==> src/rtl/binary_to_bcd_seq_pkg.sv <==
// binary_to_bcd_seq_pkg: shared digit width, FSM states and the digit-count legality check
package binary_to_bcd_seq_pkg;
    localparam int BCD_W = 4;
    typedef enum logic {IDLE = 1'b0, CONV = 1'b1} state_t;
    // true when DIGITS decimal digits can represent 2**width-1
    function automatic bit digits_ok(int width, int digits);
        longint unsigned p = 1;
        for (int i = 0; i < digits; i++) p = p * 10;
        return p > ((longint'(1) << width) - 1);
    endfunction
endpackage

==> src/rtl/binary_to_bcd_seq_if.sv <==
// binary_to_bcd_seq_if: Start/Bin request and Busy/Done/Bcd/Neg result bundle
//   master (calculator): drives Start, Bin; sees Busy, Done, Bcd, Neg
//   slave  (converter):  sees Start, Bin; drives Busy, Done, Bcd, Neg
interface binary_to_bcd_seq_if #(parameter int WIDTH = 8, parameter int DIGITS = 3);
    logic                  Start;
    logic [WIDTH-1:0]      Bin;
    logic                  Busy;
    logic                  Done;
    logic [4*DIGITS-1:0]   Bcd;
    logic                  Neg;
    modport master (output Start, Bin, input Busy, Done, Bcd, Neg);
    modport slave (input Start, Bin, output Busy, Done, Bcd, Neg);
endinterface

==> src/rtl/binary_to_bcd_seq_add3.sv <==
// bcd_add3: double-dabble digit correction, d in, d+3 out when d >= 5
//   d  in  4  scratch digit
//   q  out 4  corrected digit
module bcd_add3 (
    input  logic [3:0] d,
    output logic [3:0] q
);
    assign q = d >= 4'd5 ? d + 4'd3 : d;
endmodule

==> src/rtl/binary_to_bcd_seq.sv <==
// binary_to_bcd_seq: sequential double-dabble, WIDTH-bit binary to DIGITS packed BCD digits
//   clk    in  rising-edge clock
//   rst_n  in  asynchronous active-low reset
//   bus    slave modport: Start/Bin in, Busy/Done/Bcd/Neg out
//   BCD_SIGNED_EN: when defined Bin is two's complement, |Bin| is converted and Neg carries the sign
module binary_to_bcd_seq
    import binary_to_bcd_seq_pkg::*;
#(
    parameter int WIDTH  = 8,
    parameter int DIGITS = 3
) (
    input logic clk,
    input logic rst_n,
    binary_to_bcd_seq_if.slave bus
);
    localparam int SW = BCD_W * DIGITS;
    localparam int CW = $clog2(WIDTH + 1);
    if (!digits_ok(WIDTH, DIGITS)) begin : g_chk
        $error("binary_to_bcd_seq: DIGITS too small for WIDTH");
    end
    state_t            state;
    logic [CW-1:0]     cnt;
    logic [WIDTH-1:0]  op;
    logic [SW-1:0]     scr;
    logic [SW-1:0]     adj;
    logic [SW-1:0]     bcd;
    logic [SW+WIDTH-1:0] sh;
    logic [WIDTH-1:0]  mag;
    logic              busy;
    logic              done;
    for (genvar g = 0; g < DIGITS; g++) begin : g_add3
        bcd_add3 u_add3 (.d(scr[BCD_W*g +: BCD_W]), .q(adj[BCD_W*g +: BCD_W]));
    end
    // corrected scratch and operand shift as one register pair
    assign sh = {adj, op} << 1;
`ifdef BCD_SIGNED_EN
    logic neg;
    logic neg_next;
    // WIDTH-bit negate keeps -2**(WIDTH-1) as its unsigned magnitude
    assign mag = bus.Bin[WIDTH-1] ? -bus.Bin : bus.Bin;
    assign bus.Neg = neg;
`else
    assign mag = bus.Bin;
    assign bus.Neg = 1'b0;
`endif
    always_ff @(posedge clk or negedge rst_n) begin
        if (!rst_n) begin
            state <= IDLE;
            cnt   <= '0;
            op    <= '0;
            scr   <= '0;
            bcd   <= '0;
            busy  <= 1'b0;
            done  <= 1'b0;
`ifdef BCD_SIGNED_EN
            neg      <= 1'b0;
            neg_next <= 1'b0;
`endif
        end else begin
            done <= 1'b0;
            if (state == IDLE) begin
                if (bus.Start) begin
                    op    <= mag;
                    scr   <= '0;
                    cnt   <= CW'(WIDTH);
                    busy  <= 1'b1;
                    state <= CONV;
`ifdef BCD_SIGNED_EN
                    neg_next <= bus.Bin[WIDTH-1];
`endif
                end
            end else begin
                op  <= sh[WIDTH-1:0];
                scr <= sh[SW+WIDTH-1:WIDTH];
                cnt <= cnt - 1'b1;
                if (cnt == CW'(1)) begin
                    bcd   <= sh[SW+WIDTH-1:WIDTH];
                    done  <= 1'b1;
                    busy  <= 1'b0;
                    state <= IDLE;
`ifdef BCD_SIGNED_EN
                    neg <= neg_next;
`endif
                end
            end
        end
    end
    assign bus.Busy = busy;
    assign bus.Done = done;
    assign bus.Bcd  = bcd;
endmodule

==> src/flat_wrapper.sv <==
// flat-port wrapper written by rule: the top's interface ports become plain ports
module binary_to_bcd_seq_flat import binary_to_bcd_seq_pkg::*;
#(
    parameter int WIDTH  = 8,
    parameter int DIGITS = 3
)
  (clk, rst_n, bus_Start, bus_Bin, bus_Busy, bus_Done, bus_Bcd, bus_Neg);
  binary_to_bcd_seq_if #(.WIDTH(WIDTH), .DIGITS(DIGITS)) bus_i ();
  input logic clk;
  input logic rst_n;
  input wire logic [$bits(bus_i.Start)-1:0] bus_Start;
  input wire logic [$bits(bus_i.Bin)-1:0] bus_Bin;
  output wire logic [$bits(bus_i.Busy)-1:0] bus_Busy;
  output wire logic [$bits(bus_i.Done)-1:0] bus_Done;
  output wire logic [$bits(bus_i.Bcd)-1:0] bus_Bcd;
  output wire logic [$bits(bus_i.Neg)-1:0] bus_Neg;
  assign bus_i.Start = bus_Start;
  assign bus_i.Bin = bus_Bin;
  assign bus_Busy = bus_i.Busy;
  assign bus_Done = bus_i.Done;
  assign bus_Bcd = bus_i.Bcd;
  assign bus_Neg = bus_i.Neg;
  binary_to_bcd_seq #(.WIDTH(WIDTH), .DIGITS(DIGITS)) u_core (.clk(clk), .rst_n(rst_n), .bus(bus_i));
endmodule
==> config.mk <==
export PLATFORM = sky130hd
export DESIGN_NAME = binary_to_bcd_seq_flat
export DESIGN_NICKNAME = d
export VERILOG_FILES = /design/src/rtl/binary_to_bcd_seq_pkg.sv /design/src/rtl/binary_to_bcd_seq_if.sv /design/src/rtl/binary_to_bcd_seq_add3.sv /design/src/rtl/binary_to_bcd_seq.sv /design/src/flat_wrapper.sv
export SDC_FILE = /design/constraint.sdc
export NUM_CORES = 1
export LEC_CHECK = 0
export CORE_UTILIZATION = 37
export DETAILED_ROUTE_END_ITERATION = 8
export MAX_ROUTING_LAYER = met4
export PLACE_DENSITY = 0.69
export SLEW_MARGIN = 20
export SYNTH_ARGS = -nofsm -noshare
export SYNTH_HDL_FRONTEND = slang
export SYNTH_SLANG_ARGS = --single-unit
==> constraint.sdc <==
create_clock -name clk -period 2.9 [get_ports clk]
set_input_delay 0.58 -clock clk [delete_from_list [all_inputs] [get_ports clk]]
set_output_delay 0.58 -clock clk [all_outputs]
set_load 0.005 [all_outputs]
Word-level counts from Yosys, hierarchy flattened
Cells that the tools add are included.
- register bits after elaboration: 39
- latch bits: 0
- bits in writable memories: 0
- ROM bits: 0
- bits of input ports: 11
- output and inout port bits: 15
- logic and storage cells: 36
- memories: 0
- add/subtract/negate cells: 4
- multipliers: 0
- div/mod/pow operators: 0
- order comparisons: 3
- eq/ne operators: 2
- shift-type cells: 0
- muxes and demuxes: 17
- bitwise gates (word level): 0
- reduce and logical (&&, ||, !) cells: 3
- operator list (operator ; count):
    $mux W12 ; 2
    $mux W4 ; 4
    $mux W8 ; 2
    $ge A4 B3 Y1 const B ; 3
    $add A4 B2 Y4 const B ; 2
    $mux W1 ; 8
    $eq A4 B1 Y1 const B ; 1
    $reduce_and A2 Y1 ; 2
    $sub A4 B1 Y4 const B ; 1
    $add A3 B2 Y3 const B ; 1
    $mux W3 ; 1
    $ne A2 B2 Y1 const B ; 1
    $reduce_bool A2 Y1 ; 1

Depth between registers and ports, before layout
- depth in word-level cells: 3
- gate-level depth with buffers: 7
- depth with buffers taken out: 6

Cells and area by module
Synthesis repeated with hierarchy kept, for this count alone.
- cells, all modules: 164
- area, all modules: 1905.6 µm²
- by module, submodules not included (module ; times used ; cells an instance ; area an instance (µm²) ; seq. area each (µm²)):
    binary_to_bcd_seq ; 1 ; 116 ; 1601.5 ; 975.9
    bcd_add3 ; 3 ; 16 ; 101.3 ; 0.0

Worst setup path before layout
Ideal clock, no wire load.
- path type: register to register
- start: reg u_core.state
- end: reg u_core.bcd[10], in the netlist u_core.bus.Bcd[10]
- library setup time: 0.127 ns
- arrival: 1.514 ns
- required time: 2.773 ns
- path slack: 1.259 ns
- cell stages (with the launch flop): 7
- path buffers: 2
- period minus slack after synthesis: 1.641 ns
- cell sequence: dfrtp_1 buf_4 inv_2 or4b_1 buf_6 clkinv_4 mux2_1
- cells in the longest elaborated chain, start to end: 1
- ends and longest elaborated chain (what ; line ; source):
    start: declaration ; binary_to_bcd_seq.sv:21 ; state_t state;
    start signal: assignment ; binary_to_bcd_seq.sv:48 ; state <= IDLE;
    start signal: assignment ; binary_to_bcd_seq.sv:67 ; state <= CONV;
    start signal: assignment ; binary_to_bcd_seq.sv:80 ; state <= IDLE;
    $reduce_and A2 Y1 (no source line) ; - ;
    end signal: assignment ; binary_to_bcd_seq.sv:77 ; bcd <= sh[SW+WIDTH-1:WIDTH];
    end: declaration ; binary_to_bcd_seq.sv:26 ; logic [SW-1:0] bcd;
No other way between the ends.
A chain may end at the register's enable or synchronous reset.

Worst setup path after layout
- start: reg u_core.cnt[1]
- end: reg u_core.bcd[10], in the netlist u_core.bus.Bcd[10]
- cells in the longest elaborated chain, start to end: 2
- ends and longest elaborated chain (what ; line ; source):
    start: declaration ; binary_to_bcd_seq.sv:22 ; logic [CW-1:0] cnt;
    start signal: assignment ; binary_to_bcd_seq.sv:65 ; cnt <= CW'(WIDTH);
    start signal: assignment ; binary_to_bcd_seq.sv:75 ; cnt <= cnt - 1'b1;
    $eq A4 B1 Y1 ; binary_to_bcd_seq.sv:76 ; if (cnt == CW'(1)) begin
    $reduce_and A2 Y1 (no source line) ; - ;
No other way between the ends.

==> parameters.txt <==
Parameter                              Value

Clock tree
  Num CTS Buffers    5
  # clock sinks    39
  Number of gates given a new drive strength after cts    0
  Buffers inserted during post-CTS setup optimization    0
  Hold-fix buffers at CTS    0
  Buffer cell driving the clock tree root    sky130_fd_sc_hd__clkbuf_8
  Number of H-tree levels    2
  CTS tree    built
  Clk Latency, worst-skew pair    ~290 ps
  Longest Clk Path Bufs    2
  CTS clk-pin slew, worst paths    approximately 70 ps

Power
  Switching Fraction    0.3477
  Leakage dissipation    1.009 nW
  Comb pwr share    0.425
  Total power per unit cell area    around 1100 nW/um^2
  Maximum resistive drop on vdd    325.6 uV
  Clock power share    0.188
  Overall power after layout    between 2 and 2.5 mW
  Net switching power    855.3 uW
  Internal power consumption    between 1.5 and 2 mW
  Share of total power in sequential cells    0.388

Worst setup path
  Startpoint class of the critical path    flip-flop
  Cells along the critical path    inv_1, ha_1, or4b_1, buf_4, clkinv_4, mux2_1
  Peak fanout along the critical path    19
  Stage delay of the slowest cell on the critical path    between 400 and 500 ps
  Sort of element at the end of the critical path    flip-flop
  Category of cells accounting for the largest share of critical-path delay    simple AND/OR/NAND/NOR gates
  Buf+Inv Stages, Crit Path    3
  Crit path arrival time    around 1900 ps
  Critical setup path kind    flip-flop to flip-flop
  Endpoint required time on the critical path    about 3100 ps
  Slowest CP cell    sky130_fd_sc_hd__or4b_1

Yosys
  Instance count of the mapped netlist    about 180
  Net Count, Synth    200
  Async set or reset register ratio after synthesis    1.000
  Most common cell in the synthesized netlist    sky130_fd_sc_hd__dfrtp_1
  Ranking of synthesized cells by area    sky130_fd_sc_hd__dfrtp_1 53%, sky130_fd_sc_hd__nand2_1 6.6%, sky130_fd_sc_hd__ha_1 5.5%, sky130_fd_sc_hd__mux2i_1 4.9%, sky130_fd_sc_hd__o22ai_1 3.1%
  Number of enable-type register cells in the synthesized netlist    0
  Synth cell types    29
  Number of storage elements in the synthesis netlist    39
  Post-synthesis cell area    about 1800 um^2
  Post-synth top area cell    sky130_fd_sc_hd__dfrtp_1
  Ys flop type    sky130_fd_sc_hd__dfrtp_1
  Count of synthesis-stage warnings from yosys    0
  Mapped Avg Cell Area    around 10 um^2
  Portion of synthesized cell area occupied by the leading cell type    0.5328
  Fraction of the yosys area taken by sequential cells    0.5328
  Leading cell types by count after synthesis    39 x sky130_fd_sc_hd__dfrtp_1, 32 x sky130_fd_sc_hd__nand2_1, 11 x sky130_fd_sc_hd__o21ai_0, 10 x sky130_fd_sc_hd__inv_1

Outcome
  Run status    finished, final reports clean

Layout
  Number of nets in the finished design    roughly 230
  Layout filler cell count    ~450
  Synthesis-to-finish area growth    22.13%
  Count of inserted antenna diode cells    0
  Final design area excluding fillers    approximately 2200 um^2
  Layout cells sized above 1    0.08696
  Count of placed standard cells in the final layout, fillers left out    around 270

Placement
  Placed instance area    approximately 2100 um^2
  Final RePlAce weighted congestion    roughly 0.76
  Number of placed cells counting well taps    between 200 and 300
  Port Buffer Count    24
  Post-DP HPWL    about 2100 um
  Placement-stage worst setup slack    about 1000 ps

STA
  Max-slew violation total from the final report    0
  Post-layout min period    about 1800 ps
  Fin crit share    0.6044
  Fin Clk Skew    between 10 and 15 ps
  Top achievable clock speed    between 500 and 600 MHz
  Final setup violation count    0
  Actual slew at the worst max-slew pin    831.6 ps
  Setup TNS    0 ps
  Worst slew margin relative to its limit    0.4456
  Final count of hold timing violations    0
  Final worst slack    between 1000 and 1500 ps
  RSZ-0062 raised after global routing    false

Min path
  Tightest Hold Check Type    input pin to asynchronous set/reset pin

Die
  Vertical die dimension    slightly above 70 um
  Area of the placeable core    4755 um^2
  Chip Width    approximately 72 um
  Top-level I/O count    26
  Number of placement rows    25
  Initial cell density of the core    0.3853
  Total Die Area    5236 um^2

Route
  Starting DRT DRC Count    96
  Post-detailed-route count of antenna-violating nets    0
  Met2 wire length    ~1400 um
  Wl on met1    1455 um
  Via count of the routed design    about 1300
  Number of design rule violations left after detail routing    0
  Ratio of routed vias to standard cells    4.792
  Wire length reported by the detailed router    between 3000 and 4000 um
  Amount of wire on met3 after detailed routing    roughly 130 um
  Drt wl/cell    11.01 um
  Pre-antenna DRT Iters    5
  Max layer used    met4

Global routing
  Global-route wire length before repair    5216 um
  Antenna violations before repair    0
  Vias in the first global route    roughly 1200
  Total congestion overflow after global routing    0
  Total routing resource utilization after global routing    0.1377
  Maximum number of pins on one net before global-route repair    40

Run
  Maxcap violations    0
==> cell type report <==
| class | count | area, um^2 | area share |
|---|---|---|---|
| sequential | 39 | 975.9 | 0.4362 |
| multi-input combinational | 120 | 744.5 | 0.3328 |
| timing repair buffer | 28 | 265.3 | 0.1186 |
| tap | 67 | 83.83 | 0.03747 |
| clock buffer | 6 | 82.58 | 0.03691 |
| inverter | 12 | 50.05 | 0.02237 |
| clock inverter | 2 | 35.03 | 0.01566 |
==> cell families after synthesis <==
family	after synthesis	share of synthesized area
other cells	1	0.002047
xor+xnor	5	0.02391
simple gates	50	0.1216
fa+ha+maj	8	0.05465
buf+inv	22	0.06079
mux	13	0.07377
compound gates	43	0.1305
flops	39	0.5328
==> metrics by stage <==
stage | hold WS [ps] | utilization
detailed placement | 469.5 | 0.4458
floorplan | 284.4 | -
finish | 394.7 | 0.4705
CTS | 423.2 | 0.4705
global route | 469.5 | 0.4705
global placement | 464.4 | 0.4458
==> per-layer routing <==
layer  GRT usage  vias to the layer above
met2      0.2025                       27
met4     0.07843                        0
li1            -                      659
met3     0.03750                        4
met5           -                        -
met1      0.1707                      623
==> placed cells by master, fill, tap and decap left out, drive strengths merged, types with 5 or more instances in the layout <==
cell type      synthesis  final
dfrtp                 39     39
xnor2                  5      5
ha                     8      8
mux2i                  9      9
nor2                   6      6
o22ai                  9      9
o21ai                 20     20
inv                   11     11
buf                    5      5
nand2                 32     32
clkbuf                 5      6
clkdlybuf4s50          0     23
a21oi                  9      9
==> worst paths after layout <==
path                              startpoint                  to  slack, ps  cells past startpoint
max                            u_core.cnt[1]  u_core.bus.Bcd[10]       1150                      6
min                                    rst_n       u_core.cnt[2]        390                      1
max reg2reg                    u_core.cnt[1]  u_core.bus.Bcd[10]       1150                      6
min reg2reg                u_core.bus.Bcd[0]   u_core.bus.Bcd[0]        480                      2
max in group asynchronous              rst_n     u_core.bus.Done       1990                      1
min in group clk           u_core.bus.Bcd[0]   u_core.bus.Bcd[0]        480                      2
==> registers in the layout, indices dropped and copies added, names as in the netlist <==
register         count
u_core.scr          12
u_core.cnt           4
u_core.state         1
u_core.bus.Done      1
u_core.op            8
u_core.bus.Busy      1
u_core.bus.Bcd      12
==> power groups by stage <==
| stage | logic, mW | registers, mW | clock network, mW |
|---|---|---|---|
| 2_1_floorplan | 0.746 | 0.933 | 0 |
| 3_3_place_gp | 1.03 | 0.961 | 0 |
| 3_5_place_dp | 1.05 | 0.964 | 0 |
| 4_1_cts | 1.06 | 0.955 | 0.473 |
| 5_1_grt | 1.20 | 0.987 | 0.497 |
| 6_report | 1.05 | 0.954 | 0.461 |
Power figures use the tool's default switching activity.
